### src/rtl/ac_motor_vector_dwell.sv
// Space-vector dwell-time calculator: T1/T2/T0 from amplitude and sector sines using one shared multiplier.
// Define OVERMOD_SCALE_EN to rescale overmodulated results with a restoring divider instead of clamping.
module ac_motor_vector_dwell #(
    parameter int BITS   = 12,
    parameter int F_CLK  = 100000000,
    parameter int F_TAST = 5000,
    parameter int T_TAST = F_CLK / F_TAST,
    parameter int TW     = 15
) (
    input  logic            CLK,
    input  logic            RST_N,
    input  logic            START,
    input  logic [BITS-1:0] U_STR,
    input  logic [BITS-1:0] SIN_POSITIVE,
    input  logic [BITS-1:0] SIN_NEGATIVE,
    input  logic [2:0]      SECTOR,
    output logic            READY,
    output logic            VALID,
    output logic [TW-1:0]   T_1,
    output logic [TW-1:0]   T_2,
    output logic [TW-1:0]   T_0,
    output logic [2:0]      SECTOR_OUT,
    output logic            OVERMOD,
    output logic            ERR
);

`ifdef OVERMOD_SCALE_EN
    localparam int MB = (BITS > TW) ? BITS : TW;
    localparam int CW = $clog2(TW + 1);
`else
    localparam int MB = BITS;
`endif
    localparam int AW = BITS + TW;
    localparam int PW = AW + MB;

    localparam logic [TW-1:0] T_TAST_W = TW'(T_TAST);
    localparam logic [TW:0]   T_TAST_S = (TW + 1)'(T_TAST);

    typedef enum logic [2:0] {
        S_IDLE,
        S_MUL_K,
        S_MUL_1,
        S_MUL_2,
        S_CHECK
`ifdef OVERMOD_SCALE_EN
        , S_DIV
`endif
    } state_t;

    state_t          state;
    logic [BITS-1:0] u_reg;
    logic [BITS-1:0] sin_pos_reg;
    logic [BITS-1:0] sin_neg_reg;
    logic [2:0]      sector_reg;
    logic [AW-1:0]   k_reg;
    logic [TW-1:0]   t1_reg;
    logic [TW-1:0]   t2_reg;

    logic [AW-1:0]   mul_a;
    logic [MB-1:0]   mul_b;
    logic [PW-1:0]   prod;
    logic [TW-1:0]   t_prod;
    logic [TW:0]     sum;
    logic            sector_bad;

`ifdef OVERMOD_SCALE_EN
    logic [TW:0]     div_rem;
    logic [TW-1:0]   div_quo;
    logic [TW:0]     div_den;
    logic [CW-1:0]   div_cnt;
    logic [TW+1:0]   div_shift;
    logic [TW+1:0]   div_next_rem;
    logic            div_ge;
    logic [TW-1:0]   div_next_quo;
`else
    logic [TW-1:0]   t1_clamped;
`endif

    // The single multiplier is time-shared; its operands follow the state.
    always_comb begin
        mul_a = '0;
        mul_b = '0;
        case (state)
            S_MUL_K: begin
                mul_a = AW'(T_TAST);
                mul_b = MB'(u_reg);
            end
            S_MUL_1: begin
                mul_a = k_reg;
                mul_b = MB'(sin_neg_reg);
            end
            S_MUL_2: begin
                mul_a = k_reg;
                mul_b = MB'(sin_pos_reg);
            end
`ifdef OVERMOD_SCALE_EN
            S_DIV: begin
                mul_a = AW'(T_TAST);
                mul_b = MB'(t1_reg);
            end
`endif
            default: begin
                mul_a = '0;
                mul_b = '0;
            end
        endcase
    end

    assign prod       = {{MB{1'b0}}, mul_a} * {{AW{1'b0}}, mul_b};
    assign t_prod     = prod[2*BITS +: TW];
    assign sum        = {1'b0, t1_reg} + {1'b0, t2_reg};
    assign sector_bad = (sector_reg == 3'd0) || (sector_reg == 3'd7);

`ifdef OVERMOD_SCALE_EN
    // One restoring step: shift in the next dividend bit, subtract the divisor if it fits.
    always_comb begin
        div_shift    = {div_rem, div_quo[TW-1]};
        div_ge       = (div_shift >= {1'b0, div_den});
        div_next_rem = div_ge ? (div_shift - {1'b0, div_den}) : div_shift;
        div_next_quo = {div_quo[TW-2:0], div_ge};
    end
`else
    assign t1_clamped = (t1_reg > T_TAST_W) ? T_TAST_W : t1_reg;
`endif

    always_ff @(posedge CLK or negedge RST_N) begin
        if (!RST_N) begin
            state       <= S_IDLE;
            READY       <= 1'b1;
            VALID       <= 1'b0;
            T_1         <= '0;
            T_2         <= '0;
            T_0         <= '0;
            SECTOR_OUT  <= '0;
            OVERMOD     <= 1'b0;
            ERR         <= 1'b0;
            u_reg       <= '0;
            sin_pos_reg <= '0;
            sin_neg_reg <= '0;
            sector_reg  <= '0;
            k_reg       <= '0;
            t1_reg      <= '0;
            t2_reg      <= '0;
`ifdef OVERMOD_SCALE_EN
            div_rem     <= '0;
            div_quo     <= '0;
            div_den     <= '0;
            div_cnt     <= '0;
`endif
        end else begin
            VALID <= 1'b0;
            case (state)
                S_IDLE: begin
                    if (START) begin
                        u_reg       <= U_STR;
                        sin_pos_reg <= SIN_POSITIVE;
                        sin_neg_reg <= SIN_NEGATIVE;
                        sector_reg  <= SECTOR;
                        READY       <= 1'b0;
                        state       <= S_MUL_K;
                    end
                end
                S_MUL_K: begin
                    k_reg <= prod[AW-1:0];
                    state <= S_MUL_1;
                end
                S_MUL_1: begin
                    t1_reg <= t_prod;
                    state  <= S_MUL_2;
                end
                S_MUL_2: begin
                    t2_reg <= t_prod;
                    state  <= S_CHECK;
                end
                S_CHECK: begin
                    if (sector_bad) begin
                        T_1        <= '0;
                        T_2        <= '0;
                        T_0        <= T_TAST_W;
                        ERR        <= 1'b1;
                        OVERMOD    <= 1'b0;
                        SECTOR_OUT <= sector_reg;
                        VALID      <= 1'b1;
                        READY      <= 1'b1;
                        state      <= S_IDLE;
                    end else if (sum <= T_TAST_S) begin
                        T_1        <= t1_reg;
                        T_2        <= t2_reg;
                        T_0        <= T_TAST_W - sum[TW-1:0];
                        ERR        <= 1'b0;
                        OVERMOD    <= 1'b0;
                        SECTOR_OUT <= sector_reg;
                        VALID      <= 1'b1;
                        READY      <= 1'b1;
                        state      <= S_IDLE;
                    end else begin
`ifdef OVERMOD_SCALE_EN
                        div_den <= sum;
                        div_cnt <= '0;
                        state   <= S_DIV;
`else
                        T_1        <= t1_clamped;
                        T_2        <= T_TAST_W - t1_clamped;
                        T_0        <= '0;
                        ERR        <= 1'b0;
                        OVERMOD    <= 1'b1;
                        SECTOR_OUT <= sector_reg;
                        VALID      <= 1'b1;
                        READY      <= 1'b1;
                        state      <= S_IDLE;
`endif
                    end
                end
`ifdef OVERMOD_SCALE_EN
                // First DIV cycle loads t1*T_TAST from the multiplier, then TW quotient bits follow.
                S_DIV: begin
                    if (div_cnt == '0) begin
                        div_rem <= {1'b0, prod[2*TW-1:TW]};
                        div_quo <= prod[TW-1:0];
                        div_cnt <= div_cnt + 1'b1;
                    end else begin
                        div_rem <= div_next_rem[TW:0];
                        div_quo <= div_next_quo;
                        if (div_cnt == CW'(TW)) begin
                            T_1        <= div_next_quo;
                            T_2        <= T_TAST_W - div_next_quo;
                            T_0        <= '0;
                            ERR        <= 1'b0;
                            OVERMOD    <= 1'b1;
                            SECTOR_OUT <= sector_reg;
                            VALID      <= 1'b1;
                            READY      <= 1'b1;
                            state      <= S_IDLE;
                        end else begin
                            div_cnt <= div_cnt + 1'b1;
                        end
                    end
                end
`endif
                default: begin
                    READY <= 1'b1;
                    state <= S_IDLE;
                end
            endcase
        end
    end

endmodule

### config.mk
export PLATFORM = sky130hd
export DESIGN_NAME = ac_motor_vector_dwell
export DESIGN_NICKNAME = d
export VERILOG_FILES = /design/src/rtl/ac_motor_vector_dwell.sv
export SDC_FILE = /design/constraint.sdc
export NUM_CORES = 1
export LEC_CHECK = 0
export ABC_AREA = 1
export BUFFER_PORTS_ARGS = -buffer_cell sky130_fd_sc_hd__buf_2
export CAP_MARGIN = 5
export CORE_MARGIN = 3
export CORE_UTILIZATION = 45
export DETAILED_ROUTE_END_ITERATION = 10
export SLEW_MARGIN = 20
export SYNTH_ARGS = -nofsm -noshare
export SYNTH_HDL_FRONTEND = slang
export SYNTH_SLANG_ARGS = --single-unit
export TNS_END_PERCENT = 1
### constraint.sdc
create_clock -name CLK -period 9.87 [get_ports CLK]
set_clock_uncertainty 0.05 [all_clocks]
set_input_delay 0.4935 -clock CLK [delete_from_list [all_inputs] [get_ports CLK]]
set_output_delay 0.4935 -clock CLK [all_outputs]
set_load 0.05 [all_outputs]
==> flow_metrics.tcl, run 1 <==
set metrics [dict create \
    maxSlewHeadroom_pct 25.0 \
    use_met3_pct 4.65 \
    cts_tree "built" \
    yosys_warnings 0 \
    port_buffers 93 \
    tightest_slew_ns 1.12 \
    firstDrtPassIters 5 \
    period_share_pct 79.2 \
    grt_use_met1_pct 36.2 \
    start_kind "flop" \
    min_path_type "in -> async" \
    ys_seq_elements 151 \
    die_h_um 206 \
    combPwrFrac_pct 75.7 \
    n_antenna_cell 0 \
    crit_path_max_incr_delay_ns 0.95 \
    hold_violations 0 \
    numCtsBuffers 17 \
    cts.repair.resized 0 \
    clk_latency_ns 0.44 \
    routed_wl_mm 52.6 \
    synth.net_count 2772 \
    synth-compound-area-share_pct 5.65 \
    mostFrequentLayoutCell "nand2_1" \
    io_pins 94 \
    arrival_ns 8.14 \
    period_minus_slack_ns 7.82 \
    internal_power_mw 3.04 \
    synth_top_family_by_area "adder cells" \
    report.final.slew_viol_count 0 \
    synth_ff_type "dfrtp_1" \
    core_mm2 0.0390 \
    grt_usage_pct 25.9 \
    rsz0062_at_grt "false" \
    grt_overflow 0 \
    status "completed" \
    path_cells "nor3_2, a21oi_2, inv_1, nand2_1, fa_1, inv_1, fa_1, fa_1, fa_1, fa_1, ha_1, a21oi_1, o21ai_0, a21oi_1, o21ai_1, a21boi_0, o21ai_0, xor2_1, nand2_1, nand2_1" \
    cts_max_level 4 \
    largest_reg_flops 27 \
    cp-end-kind "flop" \
    ant_nets 0 \
    drive_gt1_share_pct 6.90 \
    power.density_mw_per_mm2 373 \
    drc_errors 0 \
    final-setup-viol-count 0 \
    final_core_util_pct 50.1 \
    synth_mux_area_share_pct 0 \
    synth_edf_count 0 \
    cp_slowest_cell "nor3_2" \
    vdd_drop_max_v 0.000301 \
    grt_first_pass_wirelength_mm 85.5 \
    syn_avg_cell_area_um2 7.51 \
    placed_area_mm2 0.0189 \
    layout.nets 2838 \
    finalSetupTns_ns 0 \
    max_freq_mhz 128 \
    area_growth_pct 9.14 \
    drt-wirelength-per-cell_um 17.6 \
    synth_adder_area_share_pct 34.6 \
    critPathMaxFanout 20 \
    synthCells 2385 \
    max_cap_violations 0 \
    vias_per_cell 5.22 \
    yosysUniqueCellTypes 46 \
    leakage_nw 10.5 \
    seq_area_frac_synth_pct 21.1 \
    required_ns 10.19 \
    vias 15600 \
    design_area_mm2 0.0196 \
    synthArstFlopShare_pct 100 \
    netlist_area_mm2 0.0179 \
    drt_iter0_markers 1024 \
    p_seq_share_pct 14.4 \
    cts_sinks 151 \
    grt_pass1_vias 16000 \
    synthXorXnorAreaFrac_pct 1.56 \
    mostFrequentLayoutCells "nand2_1, inv_1, fa_1" \
    gp_congestion 1.00 \
    dp_hpwl_mm 42.3 \
    pwr-share-clk_pct 9.9 \
    die_w_um 206 \
    cts-root-buf "clkbuf_16" \
    initial_core_util_pct 45.9 \
    sw_frac_of_total_pct 58.2 \
    postCtsHoldBufs 0 \
    cts_buffer_depth 2 \
    busiest_layer "met2" \
    cts_setup_buffers 0 \
    critPathKind "reg -> reg" \
    antenna_found_initial 2 \
    gr-usage-met2_pct 41.6 \
    cp_common_cell "fa_1" \
    dieArea_mm2 0.0422 \
    p_switching_mw 4.24 \
    grt_max_degree 80 \
    cts.clk_slew.worst_paths_ns 0.07 \
    row_count 72 \
    holdWs_ns 0.0405 \
    synth-simple-area-share_pct 26.7 \
    power_mw 7.29 \
]
-- layout make-up --
type / count / area, um^2
inverter: 424 / 1590
multi-input combinational: 1748 / 12300
tap: 518 / 648
fill: 3952 / 19500
clock inverter: 15 / 201
sequential: 151 / 3780
clock buffer: 17 / 425
timing repair buffer: 109 / 592
-- per-stage QoR --
step / worst slack (ns) / std cells
floorplan: 3.75 / 2385
global placement: 1.84 / 2950
detailed placement: 1.92 / 2950
CTS: 1.87 / 2982
global route: 1.64 / 2982
finish: 2.05 / 2982
-- power by group through the flow --
stage | Combinational (mW) | Clock [mW] | Sequential (mW)
detailed placement | 5.47 | 0 | 1.06
CTS | 5.51 | 0.733 | 1.05
global placement | 5.43 | 0 | 1.05
global route | 6.24 | 0.759 | 1.07
finish | 5.52 | 0.722 | 1.05
floorplan | 3.71 | 0 | 1.25
-- worst max-delay path: cells and delay by family, from the launching register on --
kind / cells / cell delay (ns)
adder cells (fa/ha/maj): 6 / 3.05
AO/OA/AOI/OAI: 7 / 1.66
AND/OR/NAND/NOR: 4 / 1.31
buffers and inverters: 2 / 0.84
flip-flops: 1 / 0.51
XOR/XNOR: 1 / 0.29
-- kinds of logic (layout without fill, tap and decap cells) --
| family | count (synthesis) | in the layout |
|---|---|---|
| AO/OA/AOI/OAI | 190 | 190 |
| flip-flops | 151 | 151 |
| XOR/XNOR | 31 | 31 |
| adder cells (fa/ha/maj) | 345 | 345 |
| AND/OR/NAND/NOR | 1182 | 1182 |
| buffers and inverters | 486 | 565 |
-- routing by layer --
| metal | routed length, um | vias up |
|---|---|---|
| met2 | 24500 | 448 |
| li1 | - | 7344 |
| met1 | 23500 | 7689 |
| met3 | 3290 | 77 |
| met5 | 23 | - |
| met4 | 1260 | 4 |
-- worst paths after layout --
| path | from | to | slack [ns] | depth (start not counted) |
|---|---|---|---|---|
| worst max-delay path | state[2] | t2_reg[1] | 2.05 | 20 |
| worst max register to register | state[2] | t2_reg[1] | 2.05 | 20 |
| worst min register to register | ERR | ERR | 0.42 | 2 |
| max in group asynchronous | RST_N | u_reg[5] | 8.21 | 2 |
| min in group CLK | U_STR[2] | u_reg[2] | 0.20 | 3 |
| worst min-delay path | RST_N | k_reg[7] | 0.04 | 1 |
-- Yosys cell counts, drive strengths merged, types with 20 or more instances --
cell type	instances	share of area, %
fa	251	28
a21oi	70	2.0
ha	94	6.6
nand2	814	17
buf	20	0.59
clkbuf	42	0.88
clkinv	21	0.44
o21ai	96	2.7
dfrtp	150	21
nor2	177	3.7
inv	403	8.4
nand3	131	3.7
Note: power is estimated with default switching activity, not from simulation.
==> inputs of run 2 (changes only) <==
Clock period 9.87 ns to 7.9 ns, I/O delays scaled along.
==> run 2 against run 1 <==
  * Maximum frequency rose by 8.2%
  * Core utilization up 0.19 points
  * Critical path type unchanged
  * Hold slack better by 0.067 ns
  * Sequential power grew 26%
  * Non-clock buffer count up 8
  * Critical endpoint is now t1_reg[1]
  * Wire length is 0.88% lower
  * Critical path depth up 4
  * Total power is 26% higher
  * Count of clock-buffer cells in the layout unchanged
==> flow_metrics.tcl, run 2 (synthesis results as in run 1) <==
set metrics [dict create \
    maxSlewHeadroom_pct 33.6 \
    start_kind "flop" \
    numCtsBuffers 17 \
    mostFrequentLayoutCell "nand2_1" \
    grt_pass1_vias 16200 \
    ant_nets 0 \
    grt_usage_pct 25.8 \
    layout.nets 2846 \
    tightest_slew_ns 0.991 \
    row_count 72 \
    design_area_mm2 0.0196 \
    n_antenna_cell 0 \
    cts_tree "built" \
    r2r-start "state[1]" \
    cts_buffer_depth 2 \
    dp_hpwl_mm 42.7 \
    largest_reg_flops 27 \
    placed_area_mm2 0.0190 \
    gp_congestion 0.987 \
    final_core_util_pct 50.3 \
    final-setup-viol-count 0 \
    max_cap_violations 0 \
    die_w_um 206 \
    power.density_mw_per_mm2 470 \
    leakage_nw 10.5 \
    drc_errors 0 \
    rsz0062_at_grt "false" \
    status "completed" \
    cts_max_level 4 \
    report.final.slew_viol_count 0 \
    grt_first_pass_wirelength_mm 85.6 \
    period_share_pct 91.5 \
    vias 15500 \
    drt_iter0_markers 1003 \
    initial_core_util_pct 45.9 \
    cp-startpoint "state[1]" \
    critPathKind "reg -> reg" \
    finalSetupTns_ns 0 \
    max_freq_mhz 138 \
    required_ns 8.22 \
    core_mm2 0.0390 \
    arrival_ns 7.55 \
    hold_violations 0 \
    dieArea_mm2 0.0422 \
    cts.repair.resized 0 \
    cts_sinks 151 \
    vdd_drop_max_v 0.000385 \
    vias_per_cell 5.20 \
    firstDrtPassIters 5 \
    port_buffers 93 \
    cts-root-buf "clkbuf_16" \
    hold_start "SIN_POSITIVE[2]" \
    grt_overflow 0 \
    min_path_type "in -> reg" \
    grt_max_degree 77 \
    holdWs_ns 0.107 \
    cts.clk_slew.worst_paths_ns 0.07 \
    mostFrequentLayoutCells "nand2_1, inv_1, fa_1" \
    drive_gt1_share_pct 7.04 \
    die_h_um 206 \
    drt-wirelength-per-cell_um 17.4 \
    cp-end-kind "flop" \
    clk_latency_ns 0.44 \
    period_minus_slack_ns 7.23 \
    antenna_found_initial 1 \
    critPathMaxFanout 20 \
    routed_wl_mm 52.2 \
    io_pins 94 \
    area_growth_pct 9.55 \
]
[run 2: cell count changes in the layout (fill, tap and decap cells not counted), sizes merged]
| cell | delta |
|---|---|
| bufinv | +1 |
| clkinv | -1 |
| buf | +7 |
| inv | -1 |
| dlygate4sd3 | +1 |
| clkinvlp | +1 |
[run 2: stage by stage]
stage | instances | total power [mW] | setup slack (ns)
after CTS | 2990 | 9.19 | 0.649
after global placement | 2957 | 8.13 | 0.876
after global routing | 2990 | 10.2 | 0.0994
final | 2990 | 9.22 | 0.671
after detailed placement | 2957 | 8.23 | 0.700
after floorplan | 2385 | 6.19 | 1.78
[run 2: path summary, 6_finish.rpt]
kind	slack, ns	endpoint	cells past startpoint
worst max-delay path	0.67	t1_reg[1]	24
worst min-delay path	0.11	sin_pos_reg[2]	3
worst max register to register	0.67	t1_reg[1]	24
worst min register to register	0.42	sin_pos_reg[0]	2
max in group asynchronous	5.81	state[1]	3
min in group asynchronous	0.49	k_reg[8]	2
[run 2: area by class of cell]
type                       count  area, um^2
inverter                     424        1590
multi-input combinational   1748       12300
fill                        3899       19400
timing repair buffer         117         654
clock inverter                15         226
clock buffer                  17         425
sequential                   151        3780
tap                          518         648
[run 2: worst max-delay path: stages (launching register included)]
cell and delay, ns:
dfrtp_1 0.46, clkinv_1 0.36, nor2_2 0.55, nand2_1 0.08, and2_1 0.47, inv_1 0.42
nand2_1 0.12, fa_1 0.49, fa_1 0.58, inv_1 0.06, fa_1 0.50, fa_1 0.54
inv_1 0.05, fa_1 0.52, inv_1 0.04, ha_1 0.34, nand2_1 0.11, nor2_1 0.20
nand2_1 0.07, o21ai_1 0.27, a21boi_0 0.22, o21ai_0 0.23, xor2_1 0.27, nand2_1 0.08
nand2_1 0.06
[run 2: repair_timing]
action,4_1_cts,5_1_grt
endpoints found under the hold margin,36,0
buffers inserted,0,0
hold buffers,1,0
[run 2: layer usage]
metal	vias to the layer above	track usage [%]	wire [um]
li1	7366	-	-
met1	7693	36.4	23600
met2	423	42.6	24600
met3	60	3.78	3180
met4	2	5.52	846
met5	-	0	17
[run 2: where the power goes]
group / switching, mW / internal, mW
sequential: 0.242 / 1.07
combinational: 4.71 / 2.27
clock: 0.377 / 0.544
total: 5.33 / 3.89
==> inputs of run 3 (changes only) <==
Clock period 7.9 ns to 6.34 ns, I/O delays scaled along.
==> run 3 against run 2 <==
  * Via count is 3.2% higher
  * Setup slack worse by 0.42 ns
  * Register-to-register slack worse by 0.42 ns
  * First-iteration DRC count is 21% higher
  * Wire length is 4.0% higher
  * Sequential share of layout area is 0.73 points lower
  * Global-route usage is 0.69 points higher
  * Final cell count is 1.9% higher
  * Critical endpoint is now t1_reg[9]
  * Highest routed layer is now met4
==> flow_metrics.tcl, run 3 (synthesis results as in run 1) <==
set metrics [dict create \
    area_growth_pct 13.9 \
    drt-wirelength-per-cell_um 17.8 \
    grt_first_pass_wirelength_mm 87.3 \
    finalSetupTns_ns 0 \
    die_h_um 206 \
    tightest_slew_ns 0.942 \
    grt_pass1_vias 16300 \
    clk_latency_ns 0.44 \
    n_antenna_cell 0 \
    cts-root-buf "clkbuf_16" \
    mostFrequentLayoutCells "nand2_1, inv_1, fa_1" \
    initial_core_util_pct 45.9 \
    r2r_slack_ns 0.25 \
    drive_gt1_share_pct 11.4 \
    drt_iter0_markers 1216 \
    hold_start "SIN_NEGATIVE[8]" \
    max_freq_mhz 164 \
    io_pins 94 \
    hold_path_depth 3 \
    core_mm2 0.0390 \
    maxSlewHeadroom_pct 36.8 \
    report.final.slew_viol_count 0 \
    reg2regPathDepth 26 \
    drc_errors 0 \
    vias_per_cell 5.26 \
    dieArea_mm2 0.0422 \
    regToRegEndpoint "t1_reg[9]" \
    cp-end-kind "flop" \
    final-setup-viol-count 0 \
    firstDrtPassIters 5 \
    largest_reg_flops 27 \
    grt_overflow 0 \
    die_w_um 206 \
    row_count 72 \
    r2r-start "state[2]" \
    ant_nets 0 \
    grt_max_degree 78 \
    arrival_ns 6.34 \
    start_kind "flop" \
    vias 16000 \
    required_ns 6.59 \
    cts.clk_slew.worst_paths_ns 0.07 \
    rsz0062_at_grt "true" \
    cts_max_level 4 \
    routed_wl_mm 54.2 \
    min_path_type "in -> reg" \
    cts_sinks 151 \
    dp_hpwl_mm 43.8 \
    numCtsBuffers 17 \
    critPathMaxFanout 26 \
    critPathKind "reg -> reg" \
    port_buffers 93 \
    mostFrequentLayoutCell "nand2_1" \
    max_cap_violations 0 \
    gp_congestion 0.951 \
    status "completed" \
    holdPathEnd "sin_neg_reg[8]" \
    layout.nets 2904 \
    period_share_pct 96.0 \
    period_minus_slack_ns 6.09 \
    grt_usage_pct 26.5 \
    cts_tree "built" \
    hold_violations 0 \
    antenna_found_initial 0 \
    cts_buffer_depth 2 \
]
[run 3: changes by cell type in the layout (fill, tap and decap cells not counted), sizes merged]
cell,previous run,this run
buf,116,173
clkinv,21,27
inv,412,410
clkbuf,17,18
bufinv,4,0
[run 3: metrics by stage]
stage / util (%) / area, um^2 / setup slack [ns] / hold WS [ns] / cells
floorplan: - / 17900 / 0.216 / -0.0286 / 2385
global placement: 49.9 / 19500 / -0.0289 / 0.358 / 3008
detailed placement: 49.9 / 19500 / -0.0879 / 0.380 / 3008
CTS: 51.5 / 20100 / 0.0286 / 0.0117 / 3042
global route: 52.3 / 20400 / -0.0509 / 0.0181 / 3048
finish: 52.3 / 20400 / 0.254 / 0.0301 / 3048
[run 3: worst max-delay path, cell delays in order (launching register included)]
cell and delay (ns):
dfrtp_1 0.38, buf_4 0.17, nor3_4 0.25, buf_12 0.17, nand2_1 0.07, nand3_1 0.11, buf_12 0.19, nand2_1 0.10
fa_1 0.57, fa_1 0.44, fa_1 0.49, inv_1 0.05, fa_1 0.53, inv_1 0.06, fa_1 0.53, inv_1 0.05
ha_2 0.32, a21oi_2 0.18, o21ai_0 0.14, a21oi_1 0.19, o21ai_2 0.10, buf_4 0.15, nand4_1 0.06, nand2_1 0.09
or2_2 0.30, nand3_1 0.08, o21ai_0 0.08
[run 3: metal layers]
layer | global-route usage, % | wire [um]
met5 | 0 | 0
met4 | 7.15 | 1410
met3 | 4.00 | 3330
met2 | 42.1 | 25200
met1 | 38.0 | 24300
[run 3: repair_timing]
item,CTS,global route
gates resized for setup,1,72
hold buffers,1,0
cloned,0,2
setup buffers,1,4
endpoints found under the setup margin,5,41
pin swaps,1,4
endpoints found under the hold margin,76,0
[run 3: final cells by class]
class | instances | area, um^2
clock buffer | 17 | 425
clock inverter | 15 | 199
fill | 3855 | 18600
inverter | 424 | 1600
multi-input combinational | 1748 | 12500
sequential | 151 | 3780
tap | 518 | 648
timing repair buffer | 175 | 1240
[run 3: how the worst max path moves through the flow]
| stage | from | endpoint | slack (ns) | depth (start not counted) |
|---|---|---|---|---|
| 4_1_cts | state[0] | t2_reg[1] | 0.03 | 29 |
| 5_1_grt | state[2] | t1_reg[10] | -0.05 | 29 |
| 2_1_floorplan | state[2] | t1_reg[5] | 0.22 | 24 |
| 3_5_place_dp | state[0] | t2_reg[1] | -0.09 | 28 |
| 6_report | state[2] | t1_reg[9] | 0.25 | 26 |
| 3_3_place_gp | state[1] | t1_reg[1] | -0.03 | 22 |
Power of run 3 is left out: the tool's default activity adds up to more than one toggle a clock period on the data nets, which glitch-free logic cannot reach.
